## src/rtl/mat3_dot_mac.sv

```systemverilog
// mat3_dot_mac: 3x3 dot-product MAC; sums three a*b terms per element, buffers nine results, drains them in order.
// Build option: define MAT3_SATURATE_EN to clamp stored results to the signed OW range instead of wrapping.
module mat3_dot_mac #(
    parameter int DW = 8,
    parameter int AW = 2*DW+2,
    parameter int OW = 2*DW
) (
    input  logic                 clk,
    input  logic                 reset,
    input  logic                 en,
    input  logic                 in_valid,
    output logic                 in_ready,
    input  logic signed [DW-1:0] a_in,
    input  logic signed [DW-1:0] b_in,
    input  logic [1:0]           k_in,
    input  logic [3:0]           sel_in,
    output logic                 out_valid,
    input  logic                 out_ready,
    output logic signed [OW-1:0] out_data,
    output logic [3:0]           out_idx,
    output logic                 busy,
    output logic                 err_seq
);
    typedef enum logic [1:0] {ACC, FLUSH, DRAIN} state_t;
    state_t state, state_nx;
    logic [1:0] exp_k, k1;
    logic [3:0] exp_sel, sel1, rd_ptr;
    logic signed [2*DW-1:0] p1;
    logic v1, err, in_fire, legal, bad, out_fire;
    logic signed [AW-1:0] acc, sum;
    logic signed [OW-1:0] wdata;
    logic signed [OW-1:0] mem [0:8];

    assign in_ready  = (state == ACC) && en && reset;
    assign in_fire   = in_valid && in_ready;
    assign legal     = in_fire && k_in == exp_k && sel_in == exp_sel && sel_in >= 4'd1 && sel_in <= 4'd9;
    assign bad       = in_fire && !legal;
    assign out_valid = (state == DRAIN) && reset;
    assign out_fire  = out_valid && out_ready && en;
    assign out_idx   = out_valid ? rd_ptr : 4'd0;
    assign out_data  = out_valid ? mem[rd_ptr - 4'd1] : '0;
    assign busy      = reset && (state != ACC || exp_k != 2'd0 || exp_sel != 4'd1 || v1);
    assign err_seq   = err && reset;
    assign sum       = (k1 == 2'd0 ? '0 : acc) + {{(AW-2*DW){p1[2*DW-1]}}, p1};

`ifdef MAT3_SATURATE_EN
    // The sum fits OW when all bits from the OW sign bit upward agree.
    assign wdata = (&sum[AW-1:OW-1] || ~|sum[AW-1:OW-1]) ? sum[OW-1:0] :
                   sum[AW-1] ? {1'b1, {(OW-1){1'b0}}} : {1'b0, {(OW-1){1'b1}}};
`else
    assign wdata = sum[OW-1:0];
`endif

    always_comb begin
        state_nx = state;
        state_nx = (state == ACC && legal && k_in == 2'd2 && sel_in == 4'd9) ? FLUSH :
                   (state == FLUSH && en) ? DRAIN :
                   (out_fire && rd_ptr == 4'd9) ? ACC : state;
    end

    always_ff @(posedge clk) begin
        if (!reset) state <= ACC;
        else state <= state_nx;
    end

    always_ff @(posedge clk) begin
        if (!reset) begin
            exp_k   <= 2'd0;
            exp_sel <= 4'd1;
            v1      <= 1'b0;
            acc     <= '0;
            err     <= 1'b0;
            rd_ptr  <= 4'd1;
        end else if (en) begin
            v1 <= legal;
            if (legal) begin
                p1      <= (2*DW)'(a_in) * (2*DW)'(b_in);
                k1      <= k_in;
                sel1    <= sel_in;
                exp_k   <= exp_k == 2'd2 ? 2'd0 : exp_k + 2'd1;
                exp_sel <= exp_k != 2'd2 ? exp_sel : exp_sel == 4'd9 ? 4'd1 : exp_sel + 4'd1;
            end else if (bad) begin
                exp_k <= 2'd0;
                err   <= 1'b1;
            end
            // An illegal transfer abandons the element; a pending k=2 still completes its own write.
            if (bad) acc <= '0;
            else if (v1) acc <= sum;
            if (state == FLUSH) rd_ptr <= 4'd1;
            else if (out_fire) rd_ptr <= rd_ptr + 4'd1;
        end
    end

    always_ff @(posedge clk) begin
        if (reset && en && v1 && k1 == 2'd2) mem[sel1 - 4'd1] <= wdata;
    end
endmodule

```

## config.mk

```make
export PLATFORM = sky130hd
export DESIGN_NAME = mat3_dot_mac
export DESIGN_NICKNAME = d
export VERILOG_FILES = /design/src/rtl/mat3_dot_mac.sv
export SDC_FILE = /design/constraint.sdc
export NUM_CORES = 1
export LEC_CHECK = 0
export CAP_MARGIN = 30
export CORE_UTILIZATION = 40
export DETAILED_ROUTE_END_ITERATION = 8
export HOLD_SLACK_MARGIN = 0.06
export SLEW_MARGIN = 20
export SYNTH_ARGS = -nofsm -noshare
export SYNTH_HDL_FRONTEND = slang
export SYNTH_SLANG_ARGS = --single-unit
```

## constraint.sdc

```tcl
create_clock -name clk -period 10.2 [get_ports clk]
set_input_delay 1.53 -clock clk [delete_from_list [all_inputs] [get_ports clk]]
set_output_delay 1.53 -clock clk [all_outputs]
set_load 0.02 [all_outputs]
```

== Yosys cells after proc, flatten, opt, wreduce, memory -nomap -nowiden ==
Memories as Yosys holds them, arrays and structs flattened.
Index checks and enable logic that the tools add are counted.

* Add/sub/neg operators: 6
* $mul: 1
* Magnitude comparators: 2
* Eq/ne operators: 12
* Mux-type cells: 16
* Bitwise operators: 3
* Reduce and logical (&&, ||, !) cells: 41

{| class="wikitable"
|+ Operators by type and width
! operator !! number
|-
| $mux 18 || 3
|-
| $logic_and 1x1->1 || 21
|-
| $add 18x18->18 || 1
|-
| $mul 8x8->16 || 1
|-
| $mux 16 || 1
|-
| $mux 4 || 4
|-
| $eq 4x4->1 const B || 3
|-
| $reduce_bool 2->1 || 6
|-
| $mux 2 || 5
|-
| $reduce_and 3->1 || 3
|-
| $add 4x1->4 const B || 2
|-
| $eq 2x2->1 const B || 4
|-
| $sub 4x1->4 const B || 2
|-
| $reduce_and 2->1 || 3
|-
| $eq 4x4->1 || 1
|-
| $ge 4x1->1 const B || 1
|-
| $le 4x4->1 const B || 1
|-
| $logic_not 2->1 || 2
|-
| $ne 4x1->1 const B || 1
|-
| $logic_or 1x1->1 || 3
|-
| $mux 1 || 3
|-
| $not 1->1 || 3
|-
| $reduce_bool 3->1 || 1
|-
| $add 2x1->2 const B || 1
|-
| other kinds (5) || 5
|}

* Flip-flop bits (word level): 54
* RAM bits: 144
* Input port bits: 27
* Output and inout bits: 24
* Logic and storage cells: 93
* Memories: 1

{| class="wikitable"
|+ Memory list
! name !! words !! width !! read ports !! clocked after memory_dff !! wr ports !! line !! source
|-
| mem || 9 || 16 || 1 || 0 || 1 || 32 || <nowiki>logic signed [OW-1:0] mem [0:8];</nowiki>
|}

== Longest topological paths before layout ==
Gate-level depths: netlist of run 1.

* Word-level depth: 12
* Mapped depth: 16

== Worst setup path before layout of run 1 ==
Ideal clock, no wire load.

* Path kind: input port to flip-flop
* Start point: input port b_in[2]
* End point: register p1[15] (data pin)
* Library setup time: 0.260 ns
* Arrival time: 5.069 ns
* Required time: 9.940 ns
* Setup slack: 4.871 ns
* Stages on the path: 15
* Path buffers: 0
* Cell sequence: and2_1 fa_1 inv_1 fa_1 inv_1 fa_1 inv_1 fa_1 inv_1 ha_1 nand3_1 o211ai_1 o41ai_1 o21ai_0 xnor2_1

* Cells in the longest elaborated chain, start to end: 1

{| class="wikitable"
|+ RTL lines
! element !! line !! source
|-
| start: declaration || 14 || <nowiki>input logic signed [DW-1:0] b_in,</nowiki>
|-
| $mul 8x8->16 || 77 || <nowiki>p1 <= (2*DW)'(a_in) * (2*DW)'(b_in);</nowiki>
|-
| end signal: assignment || 77 ||
|-
| end: declaration || 28 || <nowiki>logic signed [2*DW-1:0] p1;</nowiki>
|}

Every way passes these cells.
A chain may end at the register's enable or synchronous reset.

== Final worst setup path of run 1 ==
* Start point: input port reset
* End point: output port out_data[2]

* Cells in the longest elaborated chain, start to end: 2

{| class="wikitable"
|+ RTL lines
! element !! line !! source
|-
| start: declaration || 9 || <nowiki>input logic reset,</nowiki>
|-
| $logic_and 1x1->1 || 38 || <nowiki>assign out_valid = (state == DRAIN) && reset;</nowiki>
|-
| $mux 16 || 41 || <nowiki>assign out_data = out_valid ? mem[rd_ptr - 4'd1] : '0;</nowiki>
|-
| end: declaration || 19 || <nowiki>output logic signed [OW-1:0] out_data,</nowiki>
|}

Every way passes these cells.

==> impl_metrics.toml, run 1 <==
[run_status]
status = "completed"

[flow_run]
drv_cap = 0

[clocking]
tritoncts = "built"
numCtsBuffers = 17
postCtsSetupRepairBufs = 0
clock_sink_count = 196
worst_skew_pair.late_latency_ns = 0.44
clk_pin_slew_worst_paths_ns = 0.07
htreeDepth = 4
post_cts_resize_count = 0
hold_buffers = 0
cts.root.buffer_cell = "clkbuf_16"
clock_path_buffers = 2

[power_and_ir_drop]
power_frac_comb_pct = 25.8
p_sw_w = 0.0006037
intPower_w = 0.001460
swShare_pct = 29.26
p_leak_nw = 4.612
p_per_area_nw_per_um2 = 163.5
clkPwrFrac_pct = 31.1
vdd_ir_drop_max_uv = 107.6
seq_power_share_pct = 43.1
p_total_w = 0.002063

[worst_setup_path]
crit_path_end_kind = "output pin"
crit_fanout = 19
r2r_cells = 9
rrSetupSlack_ns = 6.90
reg2reg_to = "mem[6][15]"
worstPathArrival_ns = 4.45
crit_required_ns = 8.67
worst_setup_path_start_kind = "input port"
r2r_start = "k1[1]"
path_class = "in2out"

[timing]
hold_viol = 0
period_share_pct = 58.63
fin_skew_ns = 0.01253
max_slew_margin_pct = 37.16
max_freq_ghz = 0.1672
finalMaxSlewViolations = 0
worst_pin_slew_ns = 0.9359
rsz0062_at_grt = "no"
fin_hold_ws_ns = 0.4926
post-route-min-period_ns = 5.980
fin_tns_setup_ns = 0
setup_violations = 0

[placement]
post-place-cells = 1235
port_buffers = 50
gp_congestion = 0.8294
hpwl_mm = 15.38

[detailed_routing]
drt_iter0_drc = 425
vias = 6615
routed_via_density = 5.213
wl_mm = 22.01
ant_nets = 0
dr.pass1.iters = 5
drc_errors = 0
wire_per_inst_um = 17.34

[floorplan]
rows = 60
die_area_sq_um = 28320
design.core.area_sq_um = 27030
ios = 51
die_y_um = 168.3
initial_utilization_pct = 40.93
die_w_um = 168.3

[min_path]
hold_path_depth = 1
hp-class = "reg2reg"
min-delay-start = "acc[11]"
whs_endpoint = "acc[11]"

[yosys]
ys_types = 59
yosysSeqAreaShare_pct = 50.50
yosys-top-cells-area = "edfxtp_1, fa_1, mux4_2"
synth_top_cell_area_share_pct = 45.07
syn_area_sq_um = 11060
postSynthNetCount = 988
syn_area_per_cell_sq_um = 12.89
async_reset_ff_share_pct = 0
yosys_most_used_dff = "edfxtp_1"
syn_inst = 858
synth-edff-count = 166
synth_seq_cells = 196
ys_warn_count = 0
synth_area_leader_cell = "edfxtp_1"

[final_layout]
n_fill_cell = 2419
area_growth_pct = 14.13
drive_gt1_share_pct = 10.56
fin_cells = 1269
nets = 1045
antennaDiodeCount = 0

[grt]
antenna_found_initial = 0
grt_pass1_vias = 6762
grt_max_degree = 39
grt_usage_pct = 16.25
overflow = 0
grt_pass1_wl_mm = 35.56
placed cells by master (no fill, tap or decap), drive strengths merged, types with 8 or more instances in the layout:
master           n
edfxtp         166
inv            108
nor2            57
fa              56
clkdlybuf4s50   50
and2            49
ha              47
nand2           34
mux4            32
dfxtp           30
xnor2           29
nor2b           23
a21oi           22
o21ai           22
a211oi          19
mux2i           18
clkbuf          18
buf             14
nand2b          12
nand3           11
nor3            10
a22oi            9
xor2             8
cells by family (layout without fill, tap and decap cells):
group           Yosys count  count (layout)  share of synthesized area, %
compound gates          116             116                         7.217
fa+ha+maj               103             103                         15.45
flops                   196             196                         50.50
xor+xnor                 37              37                         2.930
mux                      52              52                         8.348
simple gates            227             227                         11.06
buf+inv                 127             197                         4.491
critical path, stage by stage:
cell and delay, ns:
clkdlybuf4s50_1 0.92, nand3_1 0.79, a211oi_1 0.52, clkdlybuf4s50_1 0.68
through the flow:
| step | utilization (%) | setup slack [ns] | cell area, sq um |
|---|---|---|---|
| 2_1_floorplan | - | 4.871 | 11060 |
| 3_5_place_dp | 44.49 | 3.869 | 12020 |
| 4_1_cts | 46.58 | 4.154 | 12590 |
| 5_1_grt | 46.71 | 4.030 | 12620 |
| 3_3_place_gp | 44.47 | 3.993 | 12020 |
| 6_report | 46.71 | 4.220 | 12620 |
Yosys cell counts, types with 2 or more instances:
cell / instances
edfxtp_1: 166
inv_1: 100
nor2_1: 57
fa_1: 56
and2_1: 49
ha_1: 47
nand2_1: 33
mux4_2: 32
dfxtp_1: 30
xnor2_1: 29
nor2b_1: 23
a21oi_1: 22
o21ai_0: 21
a211oi_1: 19
mux2i_1: 18
clkbuf_1: 17
nand2b_1: 12
nand3_1: 11
nor3_1: 10
a22oi_1: 9
xor2_1: 8
a32o_1: 7
buf_2: 7
o211ai_1: 7
nand3b_1: 6
a21o_1: 5
nand4_1: 5
nand4b_1: 5
a31oi_1: 4
o41ai_1: 4
nor4b_1: 3
o311a_1: 3
mux2_2: 2
nor3b_1: 2
o22ai_1: 2
o311ai_0: 2
o31ai_1: 2
or4_1: 2
cell type report:
type | instances | area, sq um | share of cell area (%)
Clock buffer | 17 | 425.4 | 3.370
Multi-Input combinational cell | 535 | 5039 | 39.91
Clock inverter | 15 | 140.1 | 1.110
Tap cell | 341 | 426.7 | 3.380
Timing Repair Buffer | 65 | 630.6 | 4.996
Inverter | 100 | 375.4 | 2.974
Sequential cell | 196 | 5587 | 44.26
how the worst max path moves through the flow:
stage            start           to  slack (ns)
3_5_place_dp   b_in[2]       p1[15]        3.87
3_3_place_gp   b_in[2]       p1[13]        3.99
5_1_grt          reset  out_data[2]        4.03
2_1_floorplan  b_in[2]       p1[15]        4.87
4_1_cts          reset  out_data[2]        4.15
6_report         reset  out_data[2]        4.22
routing by layer:
| layer | routed length [um] | GRT usage (%) | vias up |
|---|---|---|---|
| met1 | 10080 | 21.44 | 3290 |
| met2 | 10900 | 27.84 | 125 |
| met5 | 0 | 0 | - |
| met3 | 779 | 2.586 | 17 |
| met4 | 248 | 4.308 | 0 |
| li1 | - | - | 3183 |
sequential cells by signal, indices dropped and copies added, names as in the netlist:
name,flops
state,2
mem,144
sel1,4
v1,1
rd_ptr,4
exp_sel,4
acc,16
k1,2
exp_k,2
err,1
p1,16
power by group through the flow:
stage          logic [W]  clock network, W  registers [W]
3_3_place_gp    0.000529                 0       0.000908
5_1_grt         0.000620          0.000682       0.000890
3_5_place_dp    0.000539                 0       0.000908
6_report        0.000532          0.000641       0.000890
2_1_floorplan   0.000433                 0       0.000908
4_1_cts         0.000542          0.000654       0.000890
(Power assumes the default switching activity.)
==> run 2, diff against run 1 <==
==> constraint.sdc (replaced) <==
create_clock -name clk -period 5.5 [get_ports clk]
set_input_delay 0.825 -clock clk [delete_from_list [all_inputs] [get_ports clk]]
set_output_delay 0.825 -clock clk [all_outputs]
set_load 0.02 [all_outputs]
==> impl_metrics.toml, run 2 (synthesis results as in run 1) <==
[run_status]
status = "completed"

[placement]
port_buffers = 50
hpwl_mm = 15.34
gp_congestion = 0.8018

[timing]
rsz0062_at_grt = "no"
max_slew_margin_pct = 39.61
fin_skew_ns = 0.01662
worst_pin_slew_ns = 0.8993
post-route-min-period_ns = 4.891
period_share_pct = 88.92
hold_viol = 0
setup_violations = 0
max_freq_ghz = 0.2045
fin_tns_setup_ns = 0
finalMaxSlewViolations = 0

[power_and_ir_drop]
seq_power_share_pct = 42.9
swShare_pct = 29.16
power_frac_comb_pct = 26.4
intPower_w = 0.002725
p_per_area_nw_per_um2 = 304.2
vdd_ir_drop_max_uv = 198.0
clkPwrFrac_pct = 30.7
p_leak_nw = 4.637
p_sw_w = 0.001122

[worst_setup_path]
worstPathArrival_ns = 5.08
crit_fanout = 8
crit_path_end_kind = "register"
crit_chain = "clkdlybuf4s50_1 > and2_1 > fa_1 > inv_1 > fa_1 > inv_1 > fa_1 > inv_1 > fa_1 > inv_1 > ha_1 > nand3_1 > o211ai_1 > o41ai_1 > buf_4 > o21ai_0 > xnor2_1"
crit_required_ns = 5.69
worst_setup_path_start_kind = "input port"
path_class = "in2reg"
critPathSlowestCell = "clkdlybuf4s50_1"
worst_path_largest_cell_delay_ns = 0.58

[clocking]
clock_sink_count = 196
worst_skew_pair.late_latency_ns = 0.43
tritoncts = "built"
cts.root.buffer_cell = "clkbuf_16"
hold_buffers = 0
numCtsBuffers = 17
htreeDepth = 4
postCtsSetupRepairBufs = 0
clk_pin_slew_worst_paths_ns = 0.07
post_cts_resize_count = 0
clock_path_buffers = 2

[floorplan]
initial_utilization_pct = 40.93
rows = 60
die_y_um = 168.3
design.core.area_sq_um = 27030
ios = 51
die_area_sq_um = 28320
die_w_um = 168.3

[final_layout]
n_fill_cell = 2445
regMostFlops = "mem"
nets = 1052
area_growth_pct = 14.34
largest_reg_flops = 144
drive_gt1_share_pct = 11.12
layout_common_cells = "edfxtp_1, inv_1, nor2_1"
reg.largest.list = "mem: 144 flops, acc: 16 flops, p1: 16 flops"
mostFrequentLayoutCell = "edfxtp_1"
finalCoreUtilization_pct = 46.80
antennaDiodeCount = 0

[detailed_routing]
drc_errors = 0
wl_mm = 21.94
dr.pass1.iters = 4
drt_iter0_drc = 363
routed_via_density = 5.230
ant_nets = 0
vias = 6674
wire_per_inst_um = 17.19

[flow_run]
drv_cap = 0

[min_path]
hp-class = "reg2reg"

[grt]
grt_max_degree = 39
antenna_found_initial = 0
grt_pass1_wl_mm = 36.15
overflow = 0
grt_pass1_vias = 6854
grt_usage_pct = 16.52
==> run 2: power groups by stage <==
stage | combinational [W] | clock, W | sequential [W]
after floorplan | 0.000803 | 0 | 0.00168
after global placement | 0.000997 | 0 | 0.00168
after detailed placement | 0.00102 | 0 | 0.00168
after CTS | 0.00103 | 0.00121 | 0.00165
after global routing | 0.00118 | 0.00126 | 0.00165
final | 0.00101 | 0.00118 | 0.00165
==> run 2: cell type report <==
| class | count | area, sq um | area share, % |
|---|---|---|---|
| clock buffers | 17 | 425.4 | 3.364 |
| inverters | 100 | 375.4 | 2.968 |
| multi-input cells | 535 | 5025 | 39.73 |
| well taps | 341 | 426.7 | 3.374 |
| repair buffers | 72 | 665.6 | 5.263 |
| clock inverters | 15 | 142.6 | 1.128 |
| flip-flops and latches | 196 | 5587 | 44.17 |
==> run 2: critical path: cells and delay by family <==
family	cells	cell delay, ns
fa+ha+maj	5	2.32
buf+inv	6	0.96
xor+xnor	1	0.14
compound gates	3	0.50
simple gates	2	0.34
==> run 2: through the flow <==
step                hold WS, ns  cells  cell area [sq um]  total power (W)  worst slack (ns)
finish                   0.4922   1276              12650         0.003847            0.6094
global route             0.5144   1276              12650         0.004096            0.3866
CTS                      0.4968   1275              12640         0.003890            0.6179
detailed placement       0.4779   1243              12070         0.002710            0.1579
global placement         0.4718   1242              12060         0.002682            0.2092
floorplan                0.4611    858              11060         0.002487            0.8759
==> run 2: routing by layer <==
layer,up-vias,track usage (%),routed length [um]
met3,10,2.421,837
li1,3213,-,-
met2,117,29.91,11110
met1,3334,20.74,9836
met4,0,3.913,148
met5,-,0,0
==> run 2: worst paths after layout <==
check / end / from / depth (start not counted) / slack, ns
min: acc[10] / acc[10] / 1 / 0.49
min reg2reg: acc[10] / acc[10] / 1 / 0.49
max reg2reg: mem[3][15] / k1[0] / 9 / 1.98
max: p1[15] / a_in[5] / 17 / 0.61
